**src/rtl/btn_debounce_pkg.sv**
```systemverilog
// Shared types and defaults for the push-button debouncer.
// State encodings, default cycle counts and the per-channel event bundle.
package btn_debounce_pkg;

  typedef enum logic [1:0] {
    BTN_ST_RELEASED        = 2'd0,
    BTN_ST_PRESS_PENDING   = 2'd1,
    BTN_ST_PRESSED         = 2'd2,
    BTN_ST_RELEASE_PENDING = 2'd3
  } btn_st_e;

  // 10 ms and 1 s at 27 MHz
  localparam int unsigned DEF_DEBOUNCE_CYCLES = 270000;
  localparam int unsigned DEF_LONG_CYCLES     = 27000000;

  typedef struct packed {
    logic level;
    logic press;
    logic rel;
    logic lng;
  } btn_evt_t;

  function automatic logic st_is_down(btn_st_e st);
    return (st == BTN_ST_PRESSED) ||
           (st == BTN_ST_RELEASE_PENDING);
  endfunction

endpackage

```
**src/rtl/btn_debounce_if.sv**
```systemverilog
// Button pin / event bundle between the board pins and the peripheral.
// master drives raw pins, slave (the debouncer) drives the events.
interface btn_debounce_if #(
  parameter int N_BTN = 2
);

  logic [N_BTN-1:0] btn_raw;
  logic [N_BTN-1:0] btn_level;
  logic [N_BTN-1:0] btn_press;
  logic [N_BTN-1:0] btn_release;
  logic [N_BTN-1:0] btn_long;

  modport master (
    output btn_raw,
    input  btn_level,
    input  btn_press,
    input  btn_release,
    input  btn_long
  );

  modport slave (
    input  btn_raw,
    output btn_level,
    output btn_press,
    output btn_release,
    output btn_long
  );

endinterface

```
**src/rtl/btn_debounce_channel.sv**
```systemverilog
// One button: 2-flop sync, debounce FSM, stability counter, hold counter.
// Long-press detection only with BTN_LONG_PRESS_EN defined.
import btn_debounce_pkg::*;

module btn_debounce_channel #(
  parameter int unsigned DEBOUNCE_CYCLES = DEF_DEBOUNCE_CYCLES,
  parameter int          CNT_WIDTH       = 32,
  parameter int          ACTIVE_LOW      = 1,
  parameter int unsigned LONG_CYCLES     = DEF_LONG_CYCLES
) (
  input  logic     clk,
  input  logic     rst_n,
  input  logic     raw,
  output btn_evt_t evt
);

  localparam logic IDLE = (ACTIVE_LOW != 0);
  localparam bit   SKIP = (DEBOUNCE_CYCLES == 1);

  localparam logic [CNT_WIDTH-1:0] LAST =
    CNT_WIDTH'(DEBOUNCE_CYCLES - 1);
  localparam logic [CNT_WIDTH-1:0] CMAX = '1;
  localparam logic [CNT_WIDTH-1:0] ONE  =
    CNT_WIDTH'(1);
  localparam logic [CNT_WIDTH-1:0] LONGV =
    CNT_WIDTH'(LONG_CYCLES);

  logic [1:0]           sync;
  logic                 s;
  btn_st_e              st;
  logic [CNT_WIDTH-1:0] cnt;
  logic                 press;
  logic                 rel;
  logic                 lng;

  always_ff @(posedge clk) begin
    if (!rst_n) begin
      sync <= {2{IDLE}};
    end else begin
      sync <= {sync[0], raw};
    end
  end

  // 1 = pressed, whatever the pin polarity
  assign s = sync[1] ^ IDLE;

  always_ff @(posedge clk) begin
    if (!rst_n) begin
      st    <= BTN_ST_RELEASED;
      cnt   <= '0;
      press <= 1'b0;
      rel   <= 1'b0;
    end else begin
      press <= 1'b0;
      rel   <= 1'b0;
      unique case (st)
        BTN_ST_RELEASED: begin
          if (s) begin
            if (SKIP) begin
              st    <= BTN_ST_PRESSED;
              cnt   <= '0;
              press <= 1'b1;
            end else begin
              st  <= BTN_ST_PRESS_PENDING;
              cnt <= ONE;
            end
          end
        end
        BTN_ST_PRESS_PENDING: begin
          if (!s) begin
            st  <= BTN_ST_RELEASED;
            cnt <= '0;
          end else if (cnt == LAST) begin
            st    <= BTN_ST_PRESSED;
            cnt   <= '0;
            press <= 1'b1;
          end else if (cnt != CMAX) begin
            cnt <= cnt + ONE;
          end
        end
        BTN_ST_PRESSED: begin
          if (!s) begin
            if (SKIP) begin
              st  <= BTN_ST_RELEASED;
              cnt <= '0;
              rel <= 1'b1;
            end else begin
              st  <= BTN_ST_RELEASE_PENDING;
              cnt <= ONE;
            end
          end
        end
        BTN_ST_RELEASE_PENDING: begin
          if (s) begin
            st  <= BTN_ST_PRESSED;
            cnt <= '0;
          end else if (cnt == LAST) begin
            st  <= BTN_ST_RELEASED;
            cnt <= '0;
            rel <= 1'b1;
          end else if (cnt != CMAX) begin
            cnt <= cnt + ONE;
          end
        end
        default: begin
          st  <= BTN_ST_RELEASED;
          cnt <= '0;
        end
      endcase
    end
  end

`ifdef BTN_LONG_PRESS_EN
  logic [CNT_WIDTH-1:0] hold;

  // Runs only while steadily pressed; paused during a release bounce
  always_ff @(posedge clk) begin
    if (!rst_n) begin
      hold <= '0;
      lng  <= 1'b0;
    end else begin
      lng <= 1'b0;
      if (!st_is_down(st)) begin
        hold <= '0;
      end else if (st == BTN_ST_PRESSED && s &&
                   hold != LONGV) begin
        hold <= hold + ONE;
        if (hold == LONGV - ONE) begin
          lng <= 1'b1;
        end
      end
    end
  end
`else
  logic unused_long;
  assign unused_long = ^LONGV;
  assign lng         = 1'b0;
`endif

  assign evt = '{
    level: st_is_down(st),
    press: press,
    rel:   rel,
    lng:   lng
  };

endmodule

```
**src/rtl/btn_debounce.sv**
```systemverilog
// Push-button conditioner: N_BTN independent debounce channels.
// Define BTN_LONG_PRESS_EN to enable the long-press pulse.
import btn_debounce_pkg::*;

module btn_debounce #(
  parameter int          N_BTN           = 2,
  parameter int unsigned DEBOUNCE_CYCLES = DEF_DEBOUNCE_CYCLES,
  parameter int          CNT_WIDTH       = 32,
  parameter int          ACTIVE_LOW      = 1,
  parameter int unsigned LONG_CYCLES     = DEF_LONG_CYCLES
) (
  input logic           clk,
  input logic           rst_n,
  btn_debounce_if.slave bus
);

  btn_evt_t evt [N_BTN];

  for (genvar i = 0; i < N_BTN; i++) begin : g_ch
    btn_debounce_channel #(
      .DEBOUNCE_CYCLES (DEBOUNCE_CYCLES),
      .CNT_WIDTH       (CNT_WIDTH),
      .ACTIVE_LOW      (ACTIVE_LOW),
      .LONG_CYCLES     (LONG_CYCLES)
    ) u_ch (
      .clk   (clk),
      .rst_n (rst_n),
      .raw   (bus.btn_raw[i]),
      .evt   (evt[i])
    );

    assign bus.btn_level[i]   = evt[i].level;
    assign bus.btn_press[i]   = evt[i].press;
    assign bus.btn_release[i] = evt[i].rel;
    assign bus.btn_long[i]    = evt[i].lng;
  end

endmodule

```
**src/flat_wrapper.sv**
```systemverilog
// flat-port wrapper written by rule: the top's interface ports become plain ports
module btn_debounce_flat 
#(
  parameter int          N_BTN           = 2,
  parameter int unsigned DEBOUNCE_CYCLES = DEF_DEBOUNCE_CYCLES,
  parameter int          CNT_WIDTH       = 32,
  parameter int          ACTIVE_LOW      = 1,
  parameter int unsigned LONG_CYCLES     = DEF_LONG_CYCLES
)
  (clk, rst_n, bus_btn_raw, bus_btn_level, bus_btn_press, bus_btn_release, bus_btn_long);
  btn_debounce_if #(.N_BTN(N_BTN)) bus_i ();
  input logic clk;
  input logic rst_n;
  input wire logic [$bits(bus_i.btn_raw)-1:0] bus_btn_raw;
  output wire logic [$bits(bus_i.btn_level)-1:0] bus_btn_level;
  output wire logic [$bits(bus_i.btn_press)-1:0] bus_btn_press;
  output wire logic [$bits(bus_i.btn_release)-1:0] bus_btn_release;
  output wire logic [$bits(bus_i.btn_long)-1:0] bus_btn_long;
  assign bus_i.btn_raw = bus_btn_raw;
  assign bus_btn_level = bus_i.btn_level;
  assign bus_btn_press = bus_i.btn_press;
  assign bus_btn_release = bus_i.btn_release;
  assign bus_btn_long = bus_i.btn_long;
  btn_debounce #(.N_BTN(N_BTN), .DEBOUNCE_CYCLES(DEBOUNCE_CYCLES), .CNT_WIDTH(CNT_WIDTH), .ACTIVE_LOW(ACTIVE_LOW), .LONG_CYCLES(LONG_CYCLES)) u_core (.clk(clk), .rst_n(rst_n), .bus(bus_i));
endmodule
```
**config.mk**
```make
export PLATFORM = sky130hd
export DESIGN_NAME = btn_debounce_flat
export DESIGN_NICKNAME = d
export VERILOG_FILES = /design/src/rtl/btn_debounce_pkg.sv /design/src/rtl/btn_debounce_if.sv /design/src/rtl/btn_debounce_channel.sv /design/src/rtl/btn_debounce.sv /design/src/flat_wrapper.sv
export SDC_FILE = /design/constraint.sdc
export NUM_CORES = 1
export LEC_CHECK = 0
export ABC_CLOCK_PERIOD_IN_PS = 3000
export CAP_MARGIN = 10
export CORE_ASPECT_RATIO = 1.4
export CORE_MARGIN = 2
export CORE_UTILIZATION = 25
export CTS_CLUSTER_DIAMETER = 100
export DETAILED_ROUTE_END_ITERATION = 7
export GPL_TIMING_DRIVEN = 1
export SETUP_SLACK_MARGIN = 0.1
export SLEW_MARGIN = 20
export SYNTH_ARGS = -nofsm -noshare
export SYNTH_HDL_FRONTEND = slang
export SYNTH_SLANG_ARGS = --single-unit
```
**constraint.sdc**
```tcl
create_clock -name clk -period 3 [get_ports clk]
set_input_delay 0.3 -clock clk [delete_from_list [all_inputs] [get_ports clk]]
set_output_delay 0.3 -clock clk [all_outputs]
set_load 0.01 [all_outputs]
```
==> flow_summary.yaml <==
synthesis:
  netlist.top_cell.by_area: "dfxtp_1"
  synth_edf_count: 0
  avgSynthCellArea_um2: 8.16
  synth-seq-area-share: 0.356
  synth_xor_area_frac: 0.0349
  ys_types: 70
  synth-adder-area-share: 0.00586
  async_reset_ff_frac: 0
  yosysWarnings: 0
  synth_top_area_frac: 0.356
  synth_area_leaders: "dfxtp_1 36%, o21ai_0 4.3%, nand2_1 3.9%"
  synth-main-ff-cell: "dfxtp_1"
  synth_area_um2: 4270
  muxShareOfSynthArea: 0.00703
  yosys.area_share.simple: 0.334
  ys_ff_latch: 76
  synthCells: 523
  synth_top_family_by_area: "simple AND/OR/NAND/NOR gates"
  synth_compound_area_frac: 0.210
worst_hold_path:
  hold_end: "u_core.g_ch[0].u_ch.sync[1]"
  holdPathStages: 1
  min_from: "u_core.g_ch[0].u_ch.sync[0]"
  hp-class: "reg -> reg"
place:
  place.gp.congestion: 0.819
  pre_cts_ws_ns: 0.732
  dp_hpwl_mm: 7.63
  io_buffers: 9
sta:
  fmax_ghz: 0.438
  hold_viol: 0
  tightest_slew_ns: 0.753
  relSlewSlack: 0.496
  fin_worst_skew_ns: 0.0103
  fin_setup_tns_ns: 0
  rsz0062_at_grt: "false"
  drv_slew: 0
  fin_crit_sh: 0.762
  layout_setup_ws_ns: 0.715
  setup_violations: 0
  period_needed_ns: 2.28
cts:
  cts.clk_slew.worst_paths_ns: 0.07
  cts_buffers: 9
  root_buffer: "clkbuf_16"
  cts_tree: "yes"
  numClockSinks: 76
  insertion_delay_ns: 0.35
  cts_htree_levels: 3
  cts_setup_buffers: 0
  clockBufferDepth: 2
  holdBufCountCts: 0
  cts-resized-gates: 0
drt:
  wirelength_mm: 10.7
  drc: 0
  vias: 3893
  wl_per_cell_um: 14.7
  avgViaCountPerCell: 5.33
  first_iter_violations: 267
  final_antenna_net_count: 0
  drt_first_pass_iters: 5
worst_setup_path:
  timing.rr.end: "u_core.g_ch[1].u_ch.cnt[16]"
  crit_required_ns: 3.24
  rrSetupSlack_ns: 0.72
  r2r_cells: 8
  cp-start-kind: "flip-flop"
  worstSetupPathType: "reg -> reg"
  arrival_ns: 2.52
  crit_fanout: 21
  r2r_start: "u_core.g_ch[1].u_ch.cnt[0]"
  worst_setup_path_end_kind: "flip-flop"
floorplan:
  die_height_um: 159
  core_area_um2: 16700
  initial_utilization: 0.255
  die-area_um2: 18200
  io_pins: 12
  fp.dieW_um: 114
  rows: 56
pwr:
  peakVddDrop_mv: 0.225
  power_density_nw_per_um2: 441
  leakagePower_uw: 0.00155
global_route:
  grt_pass1_vias: 3716
  grtUsageTotal: 0.124
  grt_max_degree: 22
  grt_pass1_wl_mm: 18.1
  grt_overflow: 0
  antenna_found_initial: 0
final_layout:
  areaGrowthSynthToFinish_pct: 12.0
  antenna_cells: 0
  layout-drive-gt1-share: 0.102
  fill_cells: 1809
  finalNetCount: 528
job:
  cap_violations: 0
status:
  outcome: "complete, no violations"
where the power goes:
part | switching (uW) | leakage [uW] | total, uW | internal, uW
Clock | 435 | 0.000129 | 1020 | 580
Sequential | 4.71 | 0.000613 | 1020 | 1010
Combinational | 49.7 | 0.000812 | 73.1 | 23.3
Total | 490 | 0.00155 | 2110 | 1620
worst max path at each step:
stage,slack (ns),end,start,cells after the start
2_1_floorplan,0.97,u_core.g_ch[0].u_ch.cnt[11],u_core.g_ch[0].u_ch.cnt[0],7
3_5_place_dp,0.73,u_core.g_ch[1].u_ch.cnt[16],u_core.g_ch[1].u_ch.cnt[0],8
3_3_place_gp,0.75,u_core.g_ch[0].u_ch.cnt[11],u_core.g_ch[0].u_ch.cnt[0],7
4_1_cts,0.71,u_core.g_ch[1].u_ch.cnt[16],u_core.g_ch[1].u_ch.cnt[0],8
6_report,0.72,u_core.g_ch[1].u_ch.cnt[16],u_core.g_ch[1].u_ch.cnt[0],8
5_1_grt,0.52,u_core.g_ch[1].u_ch.cnt[16],u_core.g_ch[1].u_ch.cnt[0],8
metal layers:
layer  wire length [um]  track usage  share of wire
met5                  0            0              0
met4                303       0.0616          0.028
met3                272       0.0263          0.025
met2               5510        0.222           0.51
met1               4640        0.137           0.43
worst max-delay path, cell delays in order, from the launching register on:
cell,delay [ns]
dfxtp_1,0.38
ha_1,0.23
nand4_1,0.20
nand4b_1,0.34
o21ai_1,0.33
buf_4,0.31
nor3_1,0.11
a32oi_1,0.21
nor3_1,0.06
state kept, by name, summed over array words and instances, names as in the netlist, named ones only:
register,cells
u_core.g_ch.u_ch.cnt,64
u_core.g_ch.u_ch.press,2
u_core.g_ch.u_ch.st,2
u_core.g_ch.u_ch.sync,4
u_core.g_ch.u_ch.rel,2
Yosys cell counts, drive strengths merged (2+ instances only):
| cell type | instances |
|---|---|
| a211oi | 4 |
| a21oi | 30 |
| a311oi | 4 |
| a31o | 3 |
| a31oi | 17 |
| a32oi | 2 |
| a41oi | 5 |
| and2 | 7 |
| and3 | 25 |
| and4 | 12 |
| buf | 19 |
| clkbuf | 14 |
| dfxtp | 76 |
| ha | 2 |
| inv | 7 |
| mux2i | 3 |
| nand2 | 44 |
| nand2b | 5 |
| nand3 | 26 |
| nand4 | 25 |
| nand4b | 4 |
| nor2 | 47 |
| nor3 | 17 |
| nor3b | 3 |
| nor4 | 15 |
| nor4b | 3 |
| o211a | 2 |
| o211ai | 5 |
| o21a | 3 |
| o21ai | 44 |
| o31ai | 5 |
| or2 | 5 |
| or3 | 5 |
| or4 | 3 |
| xnor2 | 11 |
| xor2 | 6 |
layout make-up:
class	instances	area [um2]	share of cell area
sequential	76	1520	0.318
multi-input combinational	407	2530	0.529
clock buffer	12	246	0.0516
tap	203	254	0.0531
timing repair buffer	20	173	0.0361
clock inverter	4	25.0	0.00523
inverter	8	30.0	0.00628
kinds of logic after synthesis:
family,Yosys count
AND/OR/NAND/NOR,249
AO/OA/AOI/OAI,134
flip-flops,76
buffers and inverters,41
XOR/XNOR,17
multiplexers,3
adder cells (fa/ha/maj),2
other,1
stage by stage:
stage | std cells | hold WS (ns) | util | instance area [um2] | total power, uW
floorplan | 524 | 0.386 | - | 4270 | 1090
global placement | 714 | 0.389 | 0.269 | 4510 | 1120
detailed placement | 714 | 0.396 | 0.269 | 4510 | 1120
CTS | 730 | 0.411 | 0.285 | 4780 | 2140
global route | 730 | 0.452 | 0.285 | 4780 | 2170
finish | 730 | 0.409 | 0.285 | 4780 | 2110
layout by cell type (no fill, tap or decap), types with 4 or more instances in the layout:
cell type,synthesis,layout
nor2_1,44,44
o31ai_1,4,4
nand2_1,44,44
or2_2,4,4
and4_1,11,11
xnor2_1,11,11
o21ai_0,37,37
a311oi_1,4,4
o21ai_1,6,6
a31oi_1,15,15
nor4_1,14,14
a211oi_1,4,4
clkbuf_16,0,9
nand3_1,24,24
dfxtp_1,76,76
or3_1,4,4
nand4_1,21,21
and3_1,25,25
o211ai_1,5,5
and2_1,7,7
buf_4,7,11
xor2_1,6,6
nand4b_1,4,4
clkdlybuf4s50_1,0,9
inv_1,7,7
a21oi_1,29,29
nor3_1,16,16
nand2b_1,5,5
a41oi_1,5,5
Power figures use the tool's default switching activity.
